### src/rtl/prpg_pkg.sv
// Shared types, mode constants and pure helper functions for the reseedable PRPG.
package prpg_pkg;

  typedef enum logic [2:0] {IDLE, READY, SHIFT, CAPTURE, DONE} prpg_state_e;

  localparam logic GALOIS    = 1'b0;
  localparam logic FIBONACCI = 1'b1;

  // Widest LFSR the helpers handle; callers zero-extend and truncate around it.
  localparam int MAX_N = 64;

  typedef struct packed {
    int unsigned tap_a;
    int unsigned tap_b;
  } ps_taps_t;

  function automatic logic [MAX_N-1:0] lfsr_next(input logic [MAX_N-1:0] q,
                                                  input logic [MAX_N-1:0] p,
                                                  input logic m,
                                                  input int n);
    logic [MAX_N-1:0] r;
    logic fb;
    r  = '0;
    fb = (m == FIBONACCI) ? ^(q & p) : q[0];
    for (int i = 0; i < MAX_N - 1; i++) begin
      if (i < n - 1) r[i] = q[i + 1] ^ ((m == GALOIS) & q[0] & p[i]);
    end
    for (int i = 0; i < MAX_N; i++) begin
      if (i == n - 1) r[i] = fb;
    end
    return r;
  endfunction

  function automatic ps_taps_t phase_map(input int c, input int n, input int off);
    ps_taps_t t;
    t.tap_a = (2 * c) % n;
    t.tap_b = (2 * c + off) % n;
    return t;
  endfunction

endpackage

### src/rtl/prpg_phase_shifter.sv
// Combinational XOR phase shifter: each channel is the XOR of two LFSR taps.
module prpg_phase_shifter
  import prpg_pkg::*;
#(
  parameter int N         = 32,
  parameter int CHANNELS  = 8,
  parameter int PS_OFFSET = 3
) (
  input  logic [N-1:0]        q,
  output logic [CHANNELS-1:0] scan_out
);

  genvar gi;
  generate
    for (gi = 0; gi < CHANNELS; gi++) begin : g_chan
      localparam ps_taps_t TAPS = phase_map(gi, N, PS_OFFSET);
      assign scan_out[gi] = q[TAPS.tap_a] ^ q[TAPS.tap_b];
    end
  endgenerate

  // With few channels some Q bits never reach a tap.
  logic unused_taps;
  assign unused_taps = ^q;

endmodule

### src/rtl/prpg_reseed_ctrl.sv
// Reseedable Galois/Fibonacci PRPG with seed handshake and shift/capture sequencer.
module prpg_reseed_ctrl
  import prpg_pkg::*;
#(
  parameter int PRPG_Size = 32,
  parameter int CHANNELS  = 8,
  parameter int PS_OFFSET = 3,
  parameter int CNT_W     = 16
) (
  input  logic                 clk,
  input  logic                 internalRst,
  input  logic                 seed_valid,
  output logic                 seed_ready,
  input  logic [PRPG_Size-1:0] seed,
  input  logic [PRPG_Size-1:0] poly,
  input  logic                 mode,
  output logic                 seed_err,
  input  logic                 start,
  input  logic                 abort,
  input  logic [CNT_W-1:0]     pattern_count,
  input  logic [CNT_W-1:0]     shift_len,
  input  logic                 scan_stall,
  output logic [CHANNELS-1:0]  scan_out,
  output logic                 scan_en,
  output logic                 capture,
  output logic                 busy,
  output logic                 done,
  output logic [PRPG_Size-1:0] lfsr_q
);

  prpg_state_e          state_reg, state_next;
  logic [PRPG_Size-1:0] q_reg, q_next;
  logic [PRPG_Size-1:0] p_reg, p_next;
  logic                 m_reg, m_next;
  logic [CNT_W-1:0]     shift_cnt_reg, shift_cnt_next;
  logic [CNT_W-1:0]     pat_cnt_reg, pat_cnt_next;
  logic [CNT_W-1:0]     pat_total_reg, pat_total_next;
  logic [CNT_W-1:0]     shift_total_reg, shift_total_next;
  logic                 seed_err_reg, seed_err_next;
  logic [PRPG_Size-1:0] q_step;
  logic [CNT_W-1:0]     shift_eff;
  logic                 load;

  assign q_step     = PRPG_Size'(lfsr_next(MAX_N'(q_reg), MAX_N'(p_reg), m_reg, PRPG_Size));
  assign shift_eff  = (shift_total_reg == '0) ? CNT_W'(1) : shift_total_reg;
  assign seed_ready = (state_reg == IDLE) || (state_reg == READY) || (state_reg == DONE);
  assign load       = seed_valid && seed_ready;

  always_comb begin
    state_next       = state_reg;
    q_next           = q_reg;
    p_next           = p_reg;
    m_next           = m_reg;
    shift_cnt_next   = shift_cnt_reg;
    pat_cnt_next     = pat_cnt_reg;
    pat_total_next   = pat_total_reg;
    shift_total_next = shift_total_reg;
    seed_err_next    = 1'b0;
    case (state_reg)
      IDLE, READY, DONE: begin
        if (state_reg == DONE) state_next = READY;
        // A load on the same edge as start takes precedence.
        if (load) begin
          if (seed == '0) begin
            seed_err_next = 1'b1;
          end else begin
            q_next     = seed;
            p_next     = poly;
            m_next     = mode;
            state_next = READY;
          end
        end else if (start && state_reg != IDLE) begin
          shift_cnt_next   = '0;
          pat_cnt_next     = '0;
          pat_total_next   = pattern_count;
          shift_total_next = shift_len;
          state_next       = (pattern_count == '0) ? DONE : SHIFT;
        end
      end
      SHIFT: begin
        if (abort) begin
          state_next = READY;
        end else if (!scan_stall) begin
          q_next = q_step;
          if (shift_cnt_reg + CNT_W'(1) >= shift_eff) begin
            shift_cnt_next = '0;
            state_next     = CAPTURE;
          end else begin
            shift_cnt_next = shift_cnt_reg + CNT_W'(1);
          end
        end
      end
      CAPTURE: begin
        if (abort) begin
          state_next = READY;
        end else begin
          pat_cnt_next = pat_cnt_reg + CNT_W'(1);
          state_next   = (pat_cnt_reg + CNT_W'(1) == pat_total_reg) ? DONE : SHIFT;
        end
      end
      default: state_next = IDLE;
    endcase
  end

  always_ff @(posedge clk) begin
    if (internalRst) begin
      state_reg       <= IDLE;
      q_reg           <= '0;
      p_reg           <= '0;
      m_reg           <= 1'b0;
      shift_cnt_reg   <= '0;
      pat_cnt_reg     <= '0;
      pat_total_reg   <= '0;
      shift_total_reg <= '0;
      seed_err_reg    <= 1'b0;
    end else begin
      state_reg       <= state_next;
      q_reg           <= q_next;
      p_reg           <= p_next;
      m_reg           <= m_next;
      shift_cnt_reg   <= shift_cnt_next;
      pat_cnt_reg     <= pat_cnt_next;
      pat_total_reg   <= pat_total_next;
      shift_total_reg <= shift_total_next;
      seed_err_reg    <= seed_err_next;
    end
  end

  assign seed_err = seed_err_reg;
  assign scan_en  = (state_reg == SHIFT) && !scan_stall;
  assign capture  = (state_reg == CAPTURE);
  assign busy     = (state_reg == SHIFT) || (state_reg == CAPTURE);
  assign done     = (state_reg == DONE);
  assign lfsr_q   = q_reg;

  prpg_phase_shifter #(
    .N        (PRPG_Size),
    .CHANNELS (CHANNELS),
    .PS_OFFSET(PS_OFFSET)
  ) u_phase_shifter (
    .q       (q_reg),
    .scan_out(scan_out)
  );

endmodule

### config.mk
export PLATFORM = sky130hd
export DESIGN_NAME = prpg_reseed_ctrl
export DESIGN_NICKNAME = d
export VERILOG_FILES = /design/src/rtl/prpg_pkg.sv /design/src/rtl/prpg_phase_shifter.sv /design/src/rtl/prpg_reseed_ctrl.sv
export SDC_FILE = /design/constraint.sdc
export NUM_CORES = 1
export LEC_CHECK = 0
export ABC_AREA = 1
export CAP_MARGIN = 0
export CORE_AREA = 2 2 118 143
export DETAILED_ROUTE_END_ITERATION = 7
export DIE_AREA = 0 0 120 145
export GPL_ROUTABILITY_DRIVEN = 0
export PLACE_DENSITY = 0.74
export SLEW_MARGIN = 20
export SYNTH_ARGS = -nofsm -noshare
export SYNTH_HDL_FRONTEND = slang
export SYNTH_SLANG_ARGS = --single-unit
### constraint.sdc
create_clock -name clk -period 3.3 [get_ports clk]
set_input_delay 0.66 -clock clk [delete_from_list [all_inputs] [get_ports clk]]
set_output_delay 0.66 -clock clk [all_outputs]
set_load 0.05 [all_outputs]
==> reports/qor.txt, run 1 <==
Met2 Wirelength: 10.9 mm
Die X: 120 um
Die Y: 145 um
R2r setup slk: 0.30 ns
Initial Util: 0.493
FF+latch count, synth: 133
Cells after synthesis: 1240
CTS Root Cell: clkbuf_16
Tot Pwr: 4760 uW
Setup WS pre-CTS: 0.182 ns
Cells on worst reg2reg path: 18
Vias per cell: 5.21
WHS: 0.470 ns
Filler Cell Count: 1462
I/O Pins: 149
Overflow after GRT: 0
Drt drc: 0
End of the critical path: shift_cnt_reg[1]
Worst-Margin Slew: 0.655 ns
Largest net degree at the start of global routing: 69
Core area: 16000 sq um
Hold Crit Class: register to register
Rows: 51
Number of diodes: 0
Slowest cell on the critical path: dfxtp_1
Static Leak: 0.00449 uW
Fin util: 0.639
Max-slew headroom: 0.562
WS Path Type: register to register
Power per cell area: 464 nW/um^2
Endpoints failing hold: 0
Synth unique cells: 38
Hold_buf cts: 0
Pre-antenna DRT Iters: 5
CTS buffer count: 17
Synthesized Nets: 1361
CTS clk-pin slew, worst paths: 0.05 ns
Final period util: 0.908
# H-tree levels: 4
Post-route setup slack: 0.302 ns
Post-Syn Area: 7900 sq um
WL/cell: 13.6 um
Status: complete, no violations
Clock Sink Count: 133
Final worst path period need: 3.00 ns
Top delay family on crit path: simple AND/OR/NAND/NOR gates
Antenna Violating Nets Remaining: 0
Syn. warnings: 0
Max Fanout on Critical Path: 6
Critical-path cell list: ha_1, nand2_1, nor2_2, nand3_1, nor2_1, and2_1, nand2_1, nor3_2, xor2_1, ha_1, nand4_1, nor3_1, nand3_1, nand3_2, nor3_4, buf_4, a22oi_1, nor2_1
WL final: 21.7 mm
Clock Latency Late Sink: 0.42 ns
Setup violations, final: 0
CP max stage delay: 0.37 ns
Final setup skew: 0.00656 ns
DR iter-0 viols: 523
F_max: 334 MHz
Vias in the first global route: 7645
Max-cap viol count: 0
Max layer used: met4
Setup Total Neg Slack: 0 ns
DP HPWL: 15.8 mm
RSZ-0062 raised after global routing: false
VDD IR max: 0.374 mV
Sequential cell area: 2660 sq um
Worst path bufs/invs: 1
Critical path arrival: 3.29 ns
Clock Tree Buf Depth: 2
Wire length on met3: 1.14 mm
Detailed-route via count: 8341
Count of final max-slew check failures: 0
Share of layout cells above drive strength 1: 0.0475
Hold Path Stages: 2
Worst Setup End Kind: register
DIE AREA: 17400 sq um
First-pass GRT wire length: 35.5 mm
RR Endpoint: shift_cnt_reg[1]
Layout Area Growth over Synthesis: 29.6%
Crit path required time: 3.59 ns
Worst setup SP type: register
All-Layer GR Usage: 0.250
Initial antenna violation count: 0
Syn_area_per_cell: 6.37 sq um
Sequential share of the synthesized area: 0.337
Port bufs: 148
M1 WL: 9.32 mm
Area of the multi-input gates: 4520 sq um
CTS tree: built
Setup crit start: shift_cnt_reg[0]
Post-layout net count: 1497
Critical path depth: 18
Worst r2r src: shift_cnt_reg[0]
## how the worst min path moves through the flow
stage | start | end | slack, ns
after global routing | shift_cnt_reg[13] | shift_cnt_reg[13] | 0.48
final | shift_cnt_reg[13] | shift_cnt_reg[13] | 0.47
after floorplan | pat_total_reg[13] | pat_total_reg[13] | 0.44
after global placement | shift_cnt_reg[13] | shift_cnt_reg[13] | 0.45
after CTS | shift_cnt_reg[13] | shift_cnt_reg[13] | 0.47
after detailed placement | shift_cnt_reg[13] | shift_cnt_reg[13] | 0.46
## what timing repair did
action | CTS | global route
resized for setup | 0 | 7
buffers inserted | 0 | 2
endpoints found under the setup margin | 0 | 16
## synth_stat cells
master / number / area (sq um)
nand2_1: 357 / 1340
buf_2: 2 / 10.0
nand3_1: 92 / 460
nor3_1: 7 / 35.0
inv_2: 3 / 11.3
nor2_1: 93 / 349
nand3_2: 1 / 10.0
inv_4: 1 / 6.26
nand2_2: 1 / 6.26
a22oi_1: 11 / 82.6
xor2_1: 31 / 272
a31oi_1: 2 / 12.5
o21ai_1: 1 / 5.00
o41ai_1: 1 / 8.76
o221ai_1: 1 / 8.76
xnor3_1: 2 / 45.0
nor3_4: 1 / 16.3
a211oi_1: 2 / 15.0
nor4_1: 12 / 75.1
dfxtp_1: 133 / 2660
buf_6: 1 / 11.3
clkbuf_1: 38 / 143
o21a_1: 1 / 7.51
nand3b_1: 3 / 22.5
o21ai_0: 123 / 616
o211ai_1: 2 / 15.0
inv_1: 143 / 537
nor2_8: 1 / 20.0
buf_1: 7 / 26.3
a21oi_1: 113 / 566
o31ai_1: 1 / 7.51
xnor2_1: 18 / 158
clkinv_1: 1 / 3.75
nor2_4: 2 / 22.5
and2_1: 1 / 6.26
ha_1: 18 / 225
a21oi_2: 1 / 8.76
nand4_1: 12 / 75.1
## kinds of logic (layout without fill, tap and decap cells)
kind of cell / after synthesis / in the layout / share of synthesized area
simple gates: 583 / 583 / 0.309
buf+inv: 196 / 345 / 0.0947
flops: 133 / 133 / 0.337
xor+xnor: 51 / 51 / 0.0600
fa+ha+maj: 18 / 18 / 0.0285
compound gates: 259 / 259 / 0.171
## power by group
part,switching [uW],internal [uW],leakage (uW)
Sequential,96.0,1700,0.00109
Combinational,631,394,0.00311
Clock,690,1240,0.000293
## tightest hold or removal path, delay by kind of cell (launching register included)
kind | cells | cell delay (ns)
and+or+nand+nor | 1 | 0.06
AOI/OAI and AO/OA | 1 | 0.05
DFF | 1 | 0.31
## cell type report
cell class | instances | area share
Sequential cell | 133 | 0.260
Clock inverter | 9 | 0.0122
Multi-Input combinational cell | 911 | 0.441
Inverter | 148 | 0.0545
Tap cell | 212 | 0.0259
Clock buffer | 23 | 0.0467
Timing Repair Buffer | 165 | 0.160
## routing by layer
layer | vias to the layer above | track usage
li1 | 4292 | -
met1 | 3771 | 0.301
met2 | 244 | 0.440
met3 | 34 | 0.0523
met4 | 0 | 0.0794
met5 | - | 0
## metrics by stage
stage | instance area, sq um | std cells
after floorplan | 7900 | 1240
after global placement | 9600 | 1567
after detailed placement | 9600 | 1567
after CTS | 10200 | 1599
after global routing | 10200 | 1601
final | 10200 | 1601
## cell usage in the layout, fill, tap and decap left out, types with 15 or more instances in the layout
| master | Yosys | routed |
|---|---|---|
| clkbuf_16 | 0 | 17 |
| ha_1 | 18 | 18 |
| buf_4 | 0 | 15 |
| dfxtp_1 | 133 | 133 |
| o21ai_0 | 123 | 123 |
| nor2_1 | 93 | 89 |
| a21oi_1 | 113 | 113 |
| nand3_1 | 92 | 91 |
| xor2_1 | 31 | 31 |
| xnor2_1 | 18 | 17 |
| nand2_1 | 357 | 357 |
| clkdlybuf4s50_1 | 0 | 147 |
| inv_1 | 143 | 142 |
No activity file was read; power rests on OpenSTA's default activity.
==> run 2, diff against run 1 <==
--- a/config.mk
+++ b/config.mk
@@ -8,6 +8,7 @@
 export ABC_AREA = 1
 export CAP_MARGIN = 0
 export CORE_AREA = 2 2 118 143
+export CTS_CLUSTER_SIZE = 24
 export DETAILED_ROUTE_END_ITERATION = 7
 export DIE_AREA = 0 0 120 145
 export GPL_ROUTABILITY_DRIVEN = 0
==> results of run 2 <==
The final DEF is identical to that of run 1; final timing and power are the same.
==> run 3, diff against run 2 <==
--- a/config.mk
+++ b/config.mk
@@ -13,7 +13,6 @@
 export DIE_AREA = 0 0 120 145
 export GPL_ROUTABILITY_DRIVEN = 0
 export PLACE_DENSITY = 0.74
-export SLEW_MARGIN = 20
 export SYNTH_ARGS = -nofsm -noshare
 export SYNTH_HDL_FRONTEND = slang
 export SYNTH_SLANG_ARGS = --single-unit
==> results of run 3 <==
The final DEF is identical to that of run 1; final timing and power are the same.
